<file path="src/rtl/vector_serializer_if.sv">
// Handshake bundle for vector_serializer: a parallel vector comes in on a
// valid/ready pair, and single elements go out on a valid/ready stream.
interface vector_serializer_if #(
  parameter int DATA_WIDTH = 16,
  parameter int LENGTH     = 16
);
  localparam int IDX_WIDTH = (LENGTH > 1) ? $clog2(LENGTH) : 1;

  logic [DATA_WIDTH-1:0] in_vec [0:LENGTH-1];
  logic                  in_valid;
  logic                  in_ready;
  logic [DATA_WIDTH-1:0] out_data;
  logic [IDX_WIDTH-1:0]  out_index;
  logic                  out_last;
  logic                  out_valid;
  logic                  out_ready;
  logic                  busy;

  // Environment side: supplies vectors and consumes the element stream.
  modport master (
    output in_vec, in_valid, out_ready,
    input  in_ready, out_data, out_index, out_last, out_valid, busy
  );

  // Serializer side.
  modport slave (
    input  in_vec, in_valid, out_ready,
    output in_ready, out_data, out_index, out_last, out_valid, busy
  );
endinterface

</file>
<file path="src/rtl/vector_serializer.sv">
// Vector serializer: captures one LENGTH-element vector in parallel and
// streams it out one element per cycle in index order. Element contents are
// opaque bit patterns. A new vector can be taken in the same cycle the last
// element leaves, so back-to-back vectors stream without a bubble.
module vector_serializer #(
  parameter int DATA_WIDTH = 16,
  parameter int LENGTH     = 16
) (
  input  logic                clk,
  input  logic                reset,
  vector_serializer_if.slave  bus
);
  localparam int IDX_WIDTH = (LENGTH > 1) ? $clog2(LENGTH) : 1;
  localparam logic [IDX_WIDTH-1:0] LAST_IDX = IDX_WIDTH'(LENGTH - 1);

  typedef enum logic {
    IDLE = 1'b0,
    SEND = 1'b1
  } state_t;

  state_t                state_q;
  logic [IDX_WIDTH-1:0]  idx_q;
  logic [DATA_WIDTH-1:0] buf_q [0:LENGTH-1];

  logic sending;
  logic at_last;

  assign sending = (state_q == SEND);
  assign at_last = (idx_q == LAST_IDX);

  // Stream outputs come straight from the held state; in_ready also looks at
  // out_ready so the final element's transfer can admit the next vector.
  assign bus.out_valid = sending;
  assign bus.busy      = sending;
  assign bus.out_index = idx_q;
  assign bus.out_last  = sending & at_last;
  assign bus.in_ready  = ~sending | (bus.out_ready & at_last);

  if (LENGTH == 1) begin : g_single
    assign bus.out_data = buf_q[0];
  end else begin : g_multi
    assign bus.out_data = buf_q[idx_q];
  end

  // Sequencer: capture a vector, step the index on each output transfer,
  // and either chain the next vector or return to IDLE after the last one.
  // NOTE: state registers use non-blocking assignments so every register
  // samples the pre-edge values regardless of statement order.
  always_ff @(posedge clk or posedge reset) begin
    if (reset) begin
      state_q <= IDLE;
      idx_q   <= '0;
      // NOTE: the buffer is a small register array (not a RAM), so it is
      // cleared on reset to make out_data read zero out of reset.
      for (int i = 0; i < LENGTH; i++) begin
        buf_q[i] <= '0;
      end
    end else begin
      case (state_q)
        IDLE: begin
          if (bus.in_valid) begin
            buf_q   <= bus.in_vec;
            idx_q   <= '0;
            state_q <= SEND;
          end
        end
        SEND: begin
          if (bus.out_ready) begin
            if (!at_last) begin
              idx_q <= idx_q + 1'b1;
            end else if (bus.in_valid) begin
              buf_q <= bus.in_vec;
              idx_q <= '0;
            end else begin
              idx_q   <= '0;
              state_q <= IDLE;
            end
          end
        end
        default: begin
          state_q <= IDLE;
        end
      endcase
    end
  end
endmodule

</file>
<file path="src/flat_wrapper.sv">
// flat-port wrapper written by rule: the top's interface ports become plain ports
module vector_serializer_flat 
#(
  parameter int DATA_WIDTH = 16,
  parameter int LENGTH     = 16
)
  (clk, reset, bus_in_vec, bus_in_valid, bus_out_ready, bus_in_ready, bus_out_data, bus_out_index, bus_out_last, bus_out_valid, bus_busy);
  vector_serializer_if #(.DATA_WIDTH(DATA_WIDTH), .LENGTH(LENGTH)) bus_i ();
  input  logic clk;
  input  logic reset;
  input wire logic [$bits(bus_i.in_vec)-1:0] bus_in_vec;
  input wire logic [$bits(bus_i.in_valid)-1:0] bus_in_valid;
  input wire logic [$bits(bus_i.out_ready)-1:0] bus_out_ready;
  output wire logic [$bits(bus_i.in_ready)-1:0] bus_in_ready;
  output wire logic [$bits(bus_i.out_data)-1:0] bus_out_data;
  output wire logic [$bits(bus_i.out_index)-1:0] bus_out_index;
  output wire logic [$bits(bus_i.out_last)-1:0] bus_out_last;
  output wire logic [$bits(bus_i.out_valid)-1:0] bus_out_valid;
  output wire logic [$bits(bus_i.busy)-1:0] bus_busy;
  assign bus_i.in_vec = {>>{bus_in_vec}};
  assign bus_i.in_valid = bus_in_valid;
  assign bus_i.out_ready = bus_out_ready;
  assign bus_in_ready = bus_i.in_ready;
  assign bus_out_data = bus_i.out_data;
  assign bus_out_index = bus_i.out_index;
  assign bus_out_last = bus_i.out_last;
  assign bus_out_valid = bus_i.out_valid;
  assign bus_busy = bus_i.busy;
  vector_serializer #(.DATA_WIDTH(DATA_WIDTH), .LENGTH(LENGTH)) u_core (.clk(clk), .reset(reset), .bus(bus_i));
endmodule
</file>
<file path="config.mk">
export PLATFORM = sky130hd
export DESIGN_NAME = vector_serializer_flat
export DESIGN_NICKNAME = d
export VERILOG_FILES = /design/src/rtl/vector_serializer_if.sv /design/src/rtl/vector_serializer.sv /design/src/flat_wrapper.sv
export SDC_FILE = /design/constraint.sdc
export NUM_CORES = 1
export LEC_CHECK = 0
export CORE_MARGIN = 4
export CORE_UTILIZATION = 35
export DETAILED_ROUTE_END_ITERATION = 7
export PLACE_DENSITY = 0.57
export RECOVER_POWER = 25
export SETUP_SLACK_MARGIN = 0.2
export SLEW_MARGIN = 20
export SYNTH_ARGS = -nofsm -noshare
export SYNTH_HDL_FRONTEND = slang
export SYNTH_SLANG_ARGS = --single-unit
</file>
<file path="constraint.sdc">
create_clock -name clk -period 25.9 [get_ports clk]
set_input_delay 5.18 -clock clk [delete_from_list [all_inputs] [get_ports clk]]
set_output_delay 5.18 -clock clk [all_outputs]
set_load 0.02 [all_outputs]
</file>
==> summary.txt, run 1 <==
Layout
  • Layout fillers: 3283
  • Synth-to-Final Area Change: 29.2%
  • Finished Layout Cells: 1575
  • Final instance area: 17000 um2
  • Sequential cell area: 6540 um2
  • Ratio of cells with drive above 1 in the final layout: 33.7%
  • Multi-input logic area: 5910 um2
  • # diodes: 0
  • NumNets Final: 1309

Setup path
  • Crit. End Element: async pin
  • Required time worst endpoint: 24.45 ns
  • Critical path class: in -> async
  • Critical path's slowest cell: clkbuf_1
  • WP data arrival: 10.61 ns
  • Worst setup SP type: primary input
  • CP Cell Sequence: dlygate4sd3_1, clkinvlp_2, clkbuf_1
  • CP peak stage delay: 3.86 ns
  • Crit Path Max Fanout: 98

Logic synthesis
  • Syn Area/Cell: 16.9 um2
  • Distinct cell type count after synthesis: 36
  • Ys flop type: dfrtp_1
  • Mapped cell area: 13200 um2
  • Count leader, synth: dfrtp_1
  • Top post-synthesis cells by count: dfrtp_1, mux2_4, mux2i_1
  • Seq/Total Area, Yosys: 49.5%
  • Post-synth top area cell: dfrtp_1
  • Ranking of synthesized cells by area: dfrtp_1, mux2_4, mux4_2
  • Synth Instances: 781
  • #FFs+latches synth: 261
  • Mapped Nets: 1042
  • Ys async rst share: 100%
  • EDFF count, synth: 0
  • Top cell type's share of synthesized area: 49.5%
  • Synth Warn #: 0

Detailed routing
  • 1st-pass router iterations: 4
  • Average vias per placed instance: 4.75
  • Initial detailed-routing violation count: 371
  • Post-route ant nets: 0
  • Drt total wl: 34900 um
  • DR vias: 7483
  • # DRC: 0
  • WL per Instance: 22.2 um

Place
  • Hpwl dp: 23800 um
  • Cell Area, Placed: 16000 um2
  • GPL Wtd Cong: 0.720
  • Port buffer count: 283
  • Placed insts: 1518

STA
  • RSZ-0062 raised after global routing: no
  • Max Transition Viols Final: 135
  • Slew margin rel.: -264%
  • Final setup viols: 0
  • Max Fclk: 82.9 MHz
  • Hold WS: 0.503 ns
  • Tmin final: 12.06 ns
  • Tcrit/Tclk final: 46.6%
  • Setup TNS: 0 ns
  • Hold Vio Cnt, Final: 0
  • Slew @ Worst Pin: 5.46 ns
  • Clock skew: 0.0121 ns

Floorplanning
  • Initial Util: 35.8%
  • I/O pins: 284
  • Die Width: 202 um
  • FP Rows: 70
  • CORE AREA: 36900 um2
  • Die outline area: 40900 um2
  • Die Ht: 202 um

Clocking
  • CTS Hold Buffers Added: 0
  • Post-CTS resize count: 0
  • Setup Buffers After CTS: 0
  • Clock Path Buffers: 3
  • CTS Sinks: 261
  • Clock Tree Root: clkbuf_16
  • Reg clk slew, reported paths: 0.06 ns
  • CTS tree: built
  • Worst skew pair latency: 0.55 ns
  • H-tree depth: 1
  • TritonCTS Buffers: 31

Global route
  • First-pass GRT wire length: 52400 um
  • Gr usage total: 16.6%
  • Largest net degree at the start of global routing: 133
  • Initial antenna violation count: 1
  • Grt total ovfl: 0
  • Number of global-route vias before repair: 8373

Run
  • Max cap viols: 2

Pwr
  • Leak Pwr: 7.27 nW
  • P per Cell Area: 117 nW/um2
  • VDD IR-drop max: 0.0548 mV

Worst hold path
  • Hold Crit Class: reg -> reg

Status
  • Violated checks: capacitance limit, slew limit
  • Status: finished, violations left
final timing paths:
kind                                                startpoint                                   to  slack [ns]  cells after the start
max in group clk                                 bus_out_ready                         bus_in_ready       13.93                      4
min in group asynchronous                                reset         u_core.buf_q[39]$_DFFE_PP0P_        5.45                      2
max                                                      reset  u_core.bus.out_index[2]$_DFFE_PP0P_       13.84                      3
min reg2reg                      u_core.buf_q[228]$_DFFE_PP0P_        u_core.buf_q[228]$_DFFE_PP0P_        0.50                      1
max reg2reg                u_core.bus.out_index[2]$_DFFE_PP0P_         u_core.buf_q[34]$_DFFE_PP0P_       20.92                      7
min                              u_core.buf_q[228]$_DFFE_PP0P_        u_core.buf_q[228]$_DFFE_PP0P_        0.50                      1
kinds of logic (layout without fill, tap and decap cells):
kind of cell,Yosys count,after routing,share of synthesized area (%)
AND/OR/NAND/NOR,38,38,1.73
AO/OA/AOI/OAI,59,59,3.00
adder cells (fa/ha/maj),1,1,0.0948
buffers and inverters,62,352,5.76
multiplexers,360,360,39.9
flip-flops,261,261,49.5
placed cells by master (no fill, tap or decap), drive strengths merged, types with 7 or more instances in the layout:
cell / count
dfrtp: 261
mux2: 256
mux4: 35
nand3: 19
mux2i: 69
clkdlybuf4s50: 281
a22oi: 26
clkbuf: 42
nor2b: 7
o21ai: 16
buf: 10
clkinv: 10
area by class of cell:
| cell class | count | area share [%] |
|---|---|---|
| multi-input combinational | 458 | 34.7 |
| clock inverter | 15 | 0.954 |
| inverter | 2 | 0.0514 |
| timing repair buffer | 294 | 17.2 |
| sequential | 261 | 38.4 |
| tap | 504 | 3.70 |
| clock buffer | 41 | 5.12 |
metal layers:
metal	vias up	part of all wire, %	global-route usage (%)
met1	3820	46	23.2
met4	2	2.0	3.30
met3	39	6.1	4.49
li1	3431	-	-
met2	191	46	26.2
met5	-	0.034	0
worst max-delay path, delay by kind of cell:
| family | cells | cell delay, ns |
|---|---|---|
| buffers and inverters | 3 | 5.31 |
through the flow:
stage / setup slack, ns / util [%] / total power, mW
floorplan: 13.54 / - / 1.32
CTS: 14.00 / 46.2 / 2.03
detailed placement: 14.01 / 43.4 / 1.58
finish: 13.84 / 46.2 / 2.00
global placement: 14.01 / 43.4 / 1.56
global route: 12.15 / 46.2 / 2.12
sequential cells by signal, summed over array words and instances (netlist names):
| name | cells |
|---|---|
| u_core.bus.busy | 1 |
| u_core.buf_q | 256 |
| u_core.bus.out_index | 4 |
power breakdown:
part	leakage (nW)	switching, mW	internal (mW)	total, mW
logic	3.57	0.289	0.504	0.794
registers	3.18	0.151	0.614	0.765
clock network	0.518	0.173	0.266	0.439
(Power assumes the default switching activity.)
==> run 2, diff against run 1 <==
Clock period 25.9 ns to 12 ns, I/O delays scaled along.
==> summary.txt, run 2 (same netlist as run 1, synthesis figures left out) <==
Setup path
  • WP data arrival: 7.58 ns
  • Critical path buffer and inverter count: 3
  • Critical path's top delay family: buffers and inverters
  • Critical path class: in -> async
  • Crit Path Max Fanout: 135
  • Worst setup SP type: primary input
  • Critical path's slowest cell: clkinvlp_2
  • Required time worst endpoint: 12.44 ns
  • CP Cell Sequence: dlygate4sd3_1, clkinvlp_2, buf_4
  • Crit. End Element: async pin
  • CP peak stage delay: 3.44 ns

Status
  • Violated checks: capacitance limit, slew limit
  • Status: finished, violations left

Clocking
  • CTS Hold Buffers Added: 0
  • Post-CTS resize count: 0
  • CTS Sinks: 261
  • CTS tree: built
  • Worst skew pair latency: 0.51 ns
  • Setup Buffers After CTS: 0
  • H-tree depth: 2
  • TritonCTS Buffers: 34
  • Clock Tree Root: clkbuf_16
  • Reg clk slew, reported paths: 0.06 ns
  • Clock Path Buffers: 3

Layout
  • Synth-to-Final Area Change: 29.0%
  • Most frequent cells in the layout: clkdlybuf4s50_1, dfrtp_1, mux2_4, mux2i_1, clkbuf_16
  • Ratio of cells with drive above 1 in the final layout: 33.2%
  • NumNets Final: 1312
  • Layout fillers: 3258
  • Final instance area: 17000 um2
  • Max FFs per register: 256
  • Most common cell after layout, fill and taps aside: clkdlybuf4s50_1
  • Largest reg by FF count: u_core.buf_q

Place
  • GPL Wtd Cong: 0.753
  • Cell Area, Placed: 16000 um2
  • Hpwl dp: 24200 um
  • Port buffer count: 283

Pwr
  • Tot Pwr: 4.29 mW
  • VDD IR-drop max: 0.101 mV
  • P per Cell Area: 252 nW/um2
  • Leak Pwr: 7.25 nW

Global route
  • Number of global-route vias before repair: 8399
  • Largest net degree at the start of global routing: 136
  • First-pass GRT wire length: 52400 um
  • Grt total ovfl: 0
  • Gr usage total: 16.6%
  • Initial antenna violation count: 4

STA
  • Slew margin rel.: -316%
  • Max Transition Viols Final: 136
  • Hold WS: 0.505 ns
  • Hold Vio Cnt, Final: 0
  • Slew @ Worst Pin: 6.21 ns
  • Tcrit/Tclk final: 59.6%
  • Clock skew: 0.0179 ns
  • Tmin final: 7.15 ns
  • Max Fclk: 140 MHz
  • Setup TNS: 0 ns
  • Final setup viols: 0
  • RSZ-0062 raised after global routing: no

Floorplanning
  • Die Ht: 202 um
  • I/O pins: 284
  • Die outline area: 40900 um2
  • Die Width: 202 um
  • CORE AREA: 36900 um2
  • FP Rows: 70
  • Initial Util: 35.8%

Detailed routing
  • WL per Instance: 22.1 um
  • 1st-pass router iterations: 4
  • # DRC: 0
  • Post-route ant nets: 0
  • Drt total wl: 34900 um
  • Initial detailed-routing violation count: 369
  • Average vias per placed instance: 4.72
  • DR vias: 7457

Worst hold path
  • Hold Crit Class: reg -> reg

Run
  • Max cap viols: 1
run 2: changes by cell type in the layout (fill, tap and decap cells not counted), sizes merged:
| cell | previous run | this run |
|---|---|---|
| clkinv | 10 | 7 |
| bufinv | 3 | 0 |
| buf | 10 | 11 |
| clkinvlp | 2 | 1 |
| clkbuf | 42 | 50 |
| diode | 0 | 2 |
run 2: layout make-up:
cell class | instances | area [um2] | area share, %
sequential | 261 | 6540 | 38.4
multi-input combinational | 458 | 5910 | 34.7
timing repair buffer | 294 | 2930 | 17.2
clock buffer | 50 | 962 | 5.65
tap | 504 | 631 | 3.70
clock inverter | 8 | 43.8 | 0.257
inverter | 2 | 8.76 | 0.0514
antenna | 2 | 5.00 | 0.0294
run 2: per-stage QoR:
step                util [%]  instances  worst slack [ns]
finish                  46.2       1579              4.85
detailed placement      43.5       1519              5.64
floorplan                  -        781              2.42
CTS                     46.2       1577              5.45
global route            46.2       1578              3.77
global placement        43.5       1519              5.65
run 2: routing by layer:
| layer | GRT usage, % | up-vias | share of wire, % |
|---|---|---|---|
| li1 | - | 3431 | - |
| met1 | 22.9 | 3764 | 46 |
| met2 | 26.1 | 206 | 45 |
| met3 | 4.35 | 52 | 5.7 |
| met4 | 4.66 | 4 | 2.4 |
| met5 | 0 | - | 0.097 |
run 2: where the power goes:
group | total (mW) | internal, mW | switching (mW)
Clock | 0.927 | 0.554 | 0.373
Combinational | 1.70 | 1.09 | 0.613
Sequential | 1.66 | 1.33 | 0.334
run 2: worst register-to-register path, cell delays in order, from the launching register on:
cell and delay [ns]:
dfrtp_4 0.94, buf_4 0.77, nand4_4 0.18, nand2_4 0.13, and2_4 0.64, buf_4 0.78
buf_4 0.86, mux2_2 0.43
run 2: final timing paths:
| path | from | to | depth (start not counted) | slack (ns) |
|---|---|---|---|---|
| worst max-delay path | reset | u_core.bus.out_index[2]$_DFFE_PP0P_ | 3 | 4.85 |
| worst min-delay path | u_core.buf_q[177]$_DFFE_PP0P_ | u_core.buf_q[177]$_DFFE_PP0P_ | 1 | 0.50 |
| worst max register to register | u_core.bus.out_index[2]$_DFFE_PP0P_ | u_core.buf_q[33]$_DFFE_PP0P_ | 7 | 7.15 |
| worst min register to register | u_core.buf_q[177]$_DFFE_PP0P_ | u_core.buf_q[177]$_DFFE_PP0P_ | 1 | 0.50 |
| max in group clk | bus_out_ready | bus_in_ready | 4 | 5.58 |
| min in group asynchronous | reset | u_core.buf_q[39]$_DFFE_PP0P_ | 2 | 4.32 |
